**config.mk**
```make
export PLATFORM = sky130hd
export DESIGN_NAME = ccm_ctr_feed
export DESIGN_NICKNAME = d
export VERILOG_FILES = /design/src/rtl/ccm_ctr_feed.sv
export SDC_FILE = /design/constraint.sdc
export NUM_CORES = 1
export LEC_CHECK = 0
export BUFFER_PORTS_ARGS = -buffer_cell sky130_fd_sc_hd__buf_2
export CAP_MARGIN = 20
export CORE_UTILIZATION = 45
export DETAILED_ROUTE_END_ITERATION = 7
export PLACE_DENSITY = 0.69
export SETUP_SLACK_MARGIN = 0.02
export SLEW_MARGIN = 25
export SYNTH_ARGS = -nofsm -noshare
export SYNTH_HDL_FRONTEND = slang
export SYNTH_SLANG_ARGS = --single-unit
```
**constraint.sdc**
```tcl
create_clock -name clk -period 2.9 [get_ports clk]
set_clock_uncertainty 0.05 [all_clocks]
set_input_delay 0.58 -clock clk [delete_from_list [all_inputs] [get_ports clk]]
set_output_delay 0.58 -clock clk [all_outputs]
set_load 0.01 [all_outputs]
```
**src/rtl/ccm_ctr_feed.sv**
```systemverilog
`default_nettype none
// +--------------------------------------------------------------------------+
// | ccm_ctr_feed: serialises 128-bit payload blocks MSB-first into WIDTH-bit |
// | words for the CCM CTR stream interface.                  Revision: 1.0   |
// +--------------------------------------------------------------------------+
module ccm_ctr_feed #(
  parameter int WIDTH     = 8,
  parameter int WIDTH_BLK = 128,
  parameter int WIDTH_LEN = 16
) (
  input  logic                 clk,
  input  logic                 kill_n,
  input  logic                 abort,
  input  logic                 pkt_start,
  input  logic [WIDTH_LEN-1:0] pkt_len,
  input  logic [WIDTH_BLK-1:0] blk_data,
  input  logic                 blk_valid,
  output logic                 blk_ready,
  input  logic                 ccm_ready,
  output logic [WIDTH-1:0]     input_data,
  output logic                 input_en,
  output logic                 input_last,
  output logic                 busy,
  output logic                 done,
  output logic                 err_len
);

  localparam int BLK_WORDS = WIDTH_BLK / WIDTH;
  localparam int IDX_W     = $clog2(BLK_WORDS) + 1;

  typedef enum logic [1:0] {
    S_IDLE     = 2'd0,
    S_WAIT_BLK = 2'd1,
    S_SEND     = 2'd2,
    S_DONE     = 2'd3
  } state_t;

  state_t               r_state, w_state_nxt;
  logic [WIDTH_LEN-1:0] r_rem, w_rem_nxt;
  logic [IDX_W-1:0]     r_idx, w_idx_nxt;
  logic [WIDTH_BLK-1:0] r_shift, w_shift_nxt;
  logic [WIDTH-1:0]     r_data, w_data_nxt;
  logic                 r_en, w_en_nxt;
  logic                 r_last, w_last_nxt;
  logic                 r_done, w_done_nxt;
  logic                 r_err, w_err_nxt;
  logic                 r_busy;
  logic [IDX_W-1:0]     w_blk_idx;

  // Words to take from the next block: a short final block stops at pkt_len.
  always_comb begin
    w_blk_idx = (r_rem >= WIDTH_LEN'(BLK_WORDS)) ? IDX_W'(BLK_WORDS) : IDX_W'(r_rem);
  end

  always_comb begin
    w_state_nxt = r_state;
    w_rem_nxt   = r_rem;
    w_idx_nxt   = r_idx;
    w_shift_nxt = r_shift;
    w_data_nxt  = r_data;
    w_en_nxt    = 1'b0;
    w_last_nxt  = 1'b0;
    w_done_nxt  = 1'b0;
    w_err_nxt   = 1'b0;
    if (abort) begin
      w_state_nxt = S_IDLE;
      w_rem_nxt   = '0;
      w_idx_nxt   = '0;
      w_shift_nxt = '0;
    end else begin
      case (r_state)
        S_IDLE: begin
          if (pkt_start) begin
            if (pkt_len != '0) begin
              w_rem_nxt   = pkt_len;
              w_state_nxt = S_WAIT_BLK;
            end else begin
              w_err_nxt = 1'b1;
            end
          end
        end
        S_WAIT_BLK: begin
          if (blk_valid) begin
            w_shift_nxt = blk_data;
            w_idx_nxt   = w_blk_idx;
            w_state_nxt = S_SEND;
          end
        end
        S_SEND: begin
          if (ccm_ready) begin
            w_data_nxt  = r_shift[WIDTH_BLK-1 -: WIDTH];
            w_en_nxt    = 1'b1;
            w_last_nxt  = (r_rem == WIDTH_LEN'(1));
            w_shift_nxt = r_shift << WIDTH;
            w_rem_nxt   = r_rem - WIDTH_LEN'(1);
            w_idx_nxt   = r_idx - IDX_W'(1);
            if (r_rem == WIDTH_LEN'(1)) begin
              w_state_nxt = S_DONE;
            end else if (r_idx == IDX_W'(1)) begin
              w_state_nxt = S_WAIT_BLK;
            end
          end
        end
        S_DONE: begin
          w_done_nxt  = 1'b1;
          w_state_nxt = S_IDLE;
        end
        default: w_state_nxt = S_IDLE;
      endcase
    end
  end

  always_ff @(posedge clk or negedge kill_n) begin
    if (!kill_n) begin
      r_state <= S_IDLE;
      r_rem   <= '0;
      r_idx   <= '0;
      r_shift <= '0;
      r_data  <= '0;
      r_en    <= 1'b0;
      r_last  <= 1'b0;
      r_done  <= 1'b0;
      r_err   <= 1'b0;
      r_busy  <= 1'b0;
    end else begin
      r_state <= w_state_nxt;
      r_rem   <= w_rem_nxt;
      r_idx   <= w_idx_nxt;
      r_shift <= w_shift_nxt;
      r_data  <= w_data_nxt;
      r_en    <= w_en_nxt;
      r_last  <= w_last_nxt;
      r_done  <= w_done_nxt;
      r_err   <= w_err_nxt;
      r_busy  <= (w_state_nxt != S_IDLE);
    end
  end

  assign blk_ready  = (r_state == S_WAIT_BLK);
  assign input_data = r_data;
  assign input_en   = r_en;
  assign input_last = r_last;
  assign busy       = r_busy;
  assign done       = r_done;
  assign err_len    = r_err;

endmodule
`default_nettype wire

```
After elaboration in Yosys (flattened, before gate mapping)
Cells that the tools add are included.
{ "word_totals": {"regBits": 164, "in_bits": 150, "wordCells": 65} }
{ "op_classes": {"addsub": 2, "n_lt_le_gt_ge": 1, "n_eq_ne": 9, "n_mux": 34, "n_bitwise": 1, "n_reduce_logical": 8} }
{ "op_table": {"columns": ["cell", "count"], "rows": [
  ["$mux W128", 3],
  ["$pmux W128 S2", 1],
  ["$mux W16", 4],
  ["$pmux W16 S2", 1],
  ["$mux W5", 4],
  ["$eq A16 B1 Y1 const B", 1],
  ["$ge A16 B5 Y1 const B", 1],
  ["$reduce_bool A16 Y1", 1],
  ["$sub A16 B1 Y16 const B", 1],
  ["$mux W2", 7],
  ["$mux W1", 12],
  ["$ne A3 B3 Y1 const B", 4],
  ["$pmux W5 S2", 1],
  ["$pmux W2 S4", 1],
  ["$reduce_and A3 Y1", 2],
  ["$reduce_bool A3 Y1", 2],
  ["$eq A5 B1 Y1 const B", 1],
  ["$sub A5 B1 Y5 const B", 1],
  ["$eq A2 B2 Y1 const B", 2],
  ["$reduce_and A4 Y1", 1],
  ["$eq A2 B1 Y1 const B", 1],
  ["$logic_not A2 Y1", 1],
  ["$reduce_bool A2 Y1", 1],
  ["$not A1 Y1", 1]
]} }

Longest topological paths before layout
{ "depth": {"word_depth": 7, "mapped_depth": 7} }

Worst setup path after synthesis
No wires, ideal clock.
{ "synth_path": {"path_kind": "input port to flip-flop", "from": "input pkt_len[2]", "to": "register r_rem[3]", "t_arrival_ns": 1.789, "required_ns": 2.702, "path_slack_ns": 0.912, "stages": 5, "path_buffers": 1, "path_cell_list": "nor4_1 > nand4_1 > a21oi_1 > clkbuf_1 > o221ai_1"} }
{ "synth_via": {"elab_chain_cells": 3} }
{ "synth_rtl": {"columns": ["item", "line_no", "source"], "rows": [
  ["from (decl)", "15", "input logic [WIDTH_LEN-1:0] pkt_len,"],
  ["$reduce_bool A16 Y1", "74", "if (pkt_len != '0) begin"],
  ["$ne A3 B3 Y1 (no source line)", null, null],
  ["$reduce_and A4 Y1 (no source line)", null, null],
  ["to (signal assigned)", "127", "r_rem <= w_rem_nxt;"],
  ["to (decl)", "39", "logic [WIDTH_LEN-1:0] r_rem, w_rem_nxt;"]
]} }
No other way between the ends.
A chain may end at the register's enable or synchronous reset.

Worst setup path after layout
{ "layout_path": {"from": "register r_rem[0]", "to": "register r_rem[14]"} }
{ "layout_via": {"elab_chain_cells": 4} }
{ "layout_rtl": {"columns": ["item", "line_no", "source"], "rows": [
  ["$sub A16 B1 Y16", "95", "w_rem_nxt = r_rem - WIDTH_LEN'(1);"],
  ["$mux W16", "90", "if (ccm_ready) begin"],
  ["$pmux W16 S2", "71", "case (r_state)"],
  ["$mux W16", "65", "if (abort) begin"]
]} }
No other way between the ends. The select of a mux whose other input is x is not followed.

==> qor.csv <==
metric,value,unit
status,finished clean,
ys_seq_area_share,49.41,%
multi_input_area,0.003861,mm²
r2r-start,r_rem[0]$_DFFE_PN0P_,
synth-warning-count,0,
synth_edf_count,0,
p_leak,0.004258,µW
clock.fmax,446.3,MHz
synthesis.area,0.008307,mm²
worstPathMaxFanout,8,
yosys-top-cells-count,"164 x dfrtp_1, 156 x nand2_1, 120 x mux2i_1, 120 x o31ai_1, 40 x buf_2",
finalSetupViolations,0,
cts-resized-gates,0,
reg2regPathDepth,6,
internal_power,4177,µW
synth_top_area_share,49.41,%
worstSetupPathType,reg -> reg,
start_util,46.08,%
synth_top_cell_by_area,dfrtp_1,
tightest_slew,0.8476,ns
grt_max_degree,82,
finalCriticalPeriod,2.241,ns
finalHoldViolations,0,
clkSlewWorstSetupHoldPaths,0.07,ns
place.gp.congestion,0.9084,
max_cap_viol_count,0,
rsz0062_at_grt,false,
cts_setup_buffers,0,
hpwl,14020,µm
port_buffers,163,
drc,0,
r2r_slack,0.66,ns
cts_tree,done,
r2r-end,r_rem[14]$_DFFE_PN0P_,
cts_buffers,17,
hold_class,in -> async,
core-area,0.01802,mm²
n_fill_cell,1657,
grt_pass1_vias,6441,
drv_slew,0,
clk_latency,0.43,ns
drive_gt1_share,24.29,%
clockPowerShare,37.9,%
whs,0.08668,ns
period_share,77.27,%
combPwrFrac,16.2,%
wire_per_inst,17.69,µm
root_buffer,clkbuf_16,
grt_pass1_wl,33130,µm
register_area,0.004104,mm²
die_h,137.9,µm
synth_nets,961,
powerDensity,596.6,mW/mm²
arrival,2.51,ns
power.total,5918,µW
switching_share,29.42,%
fin_nets,1088,
vias,6666,
fp-row-count,49,
dr.pass1.iters,5,
syn2layout_area_growth,19.40,%
grt_overflow,0,
yosys-top-cells-area,"dfrtp_1 49%, mux2i_1 14%, o31ai_1 11%",
totalWireLength,20860,µm
fp.dieW,137.9,µm
cts_sinks,164,
grt_antenna_before_repair,3,
startpoint_type,register,
vias_per_cell,5.654,
seq_power_share,45.9,%
ctsHoldBuffers,0,
io_pins,164,
die_area,0.01901,mm²
slew_headroom,43.49,%
cts_htree_levels,4,
netlist_instances,807,
synth.distinct_cells,50,
switchingPower,1741,µW
cts_buffer_depth,2,
tns,0,ns
async_flop_share,100.0,%
synth_seq_cells,164,
endpoint_kind,register,
fin_util,55.03,%
ys.flop_type,dfrtp_1,
synth_most_common_cell,dfrtp_1,
ir_drop,0.4514,mV
grt_usage,22.78,%
synth.avg_cell_area,10.29,µm²
required,3.17,ns
ant_nets,0,
drt_iter0_drc,426,
-- metal layers --
layer	global-route usage [%]	routed length, µm
met4	7.790	333
met5	0	0
met3	3.436	1218
met2	34.64	9604
met1	33.04	9704
-- power groups by stage --
| stage | sequential (µW) | clock, µW | combinational, µW |
|---|---|---|---|
| 4_1_cts | 2720 | 2280 | 966 |
| 5_1_grt | 2750 | 2370 | 1070 |
| 3_5_place_dp | 2760 | 0 | 963 |
| 3_3_place_gp | 2750 | 0 | 951 |
| 2_1_floorplan | 2700 | 0 | 636 |
| 6_report | 2720 | 2240 | 960 |
-- area by class of cell --
| cell class | count | share of cell area [%] |
|---|---|---|
| sequential | 164 | 41.38 |
| multi-input combinational | 561 | 38.93 |
| timing repair buffer | 180 | 10.48 |
| clock buffer | 18 | 4.428 |
| tap | 229 | 2.889 |
| clock inverter | 14 | 1.438 |
| inverter | 10 | 0.3785 |
| antenna | 3 | 0.07569 |
-- registers in the layout, summed over array words and instances (netlist names) --
name        count
busy            1
done            1
err_len         1
input_data      8
input_en        1
input_last      1
r_idx           5
r_rem          16
r_shift       128
r_state         2
-- per-stage QoR --
step	setup WS [ns]	instance area, µm²	instances
global route	0.5288	9918	1179
CTS	0.6929	9908	1176
floorplan	0.9122	8307	807
finish	0.6592	9918	1179
global placement	0.6005	9326	1144
detailed placement	0.5547	9326	1144
-- cell families (layout without fill, tap and decap cells) --
| group | after synthesis | after routing | share of synthesized area, % |
|---|---|---|---|
| xor+xnor | 2 | 2 | 0.2109 |
| fa+ha+maj | 4 | 4 | 0.6025 |
| mux | 129 | 129 | 15.68 |
| flops | 164 | 164 | 49.41 |
| compound gates | 200 | 200 | 17.41 |
| other cells | 0 | 3 | 0 |
| simple gates | 226 | 226 | 12.38 |
| buf+inv | 82 | 222 | 4.308 |
-- how the worst max path moves through the flow --
stage	startpoint	endpoint	slack, ns	cells past startpoint
3_5_place_dp	abort	r_shift[88]$_DFFE_PN0P_	0.55	3
5_1_grt	r_rem[0]$_DFFE_PN0P_	r_rem[14]$_DFFE_PN0P_	0.53	6
6_report	r_rem[0]$_DFFE_PN0P_	r_rem[14]$_DFFE_PN0P_	0.66	6
4_1_cts	r_rem[6]$_DFFE_PN0P_	r_idx[4]$_DFFE_PN0P_	0.69	4
2_1_floorplan	pkt_len[2]	r_rem[3]$_DFFE_PN0P_	0.91	5
3_3_place_gp	abort	r_shift[90]$_DFFE_PN0P_	0.60	3
-- worst max-delay path, stage by stage, from the launching register on --
cell,delay (ns)
dfrtp_1,0.48
inv_1,0.11
ha_1,0.21
or3b_2,0.52
nor3_1,0.38
a211oi_1,0.14
a221oi_1,0.26
-- layout by cell type (no fill, tap or decap), drive strengths merged, types with 4 or more instances in the layout --
| master | n |
|---|---|
| buf | 180 |
| clkinv | 4 |
| dfrtp | 164 |
| a211oi | 8 |
| nand2 | 156 |
| mux2i | 120 |
| o211ai | 5 |
| nor3 | 12 |
| nor4 | 13 |
| o31ai | 120 |
| ha | 4 |
| mux2 | 9 |
| nand4 | 4 |
| clkbuf | 18 |
| o22ai | 5 |
| nor2 | 13 |
| a21oi | 18 |
| o221ai | 8 |
| inv | 17 |
| o21ai | 14 |
| nor3b | 5 |
Note: power is estimated with default switching activity, not from simulation.
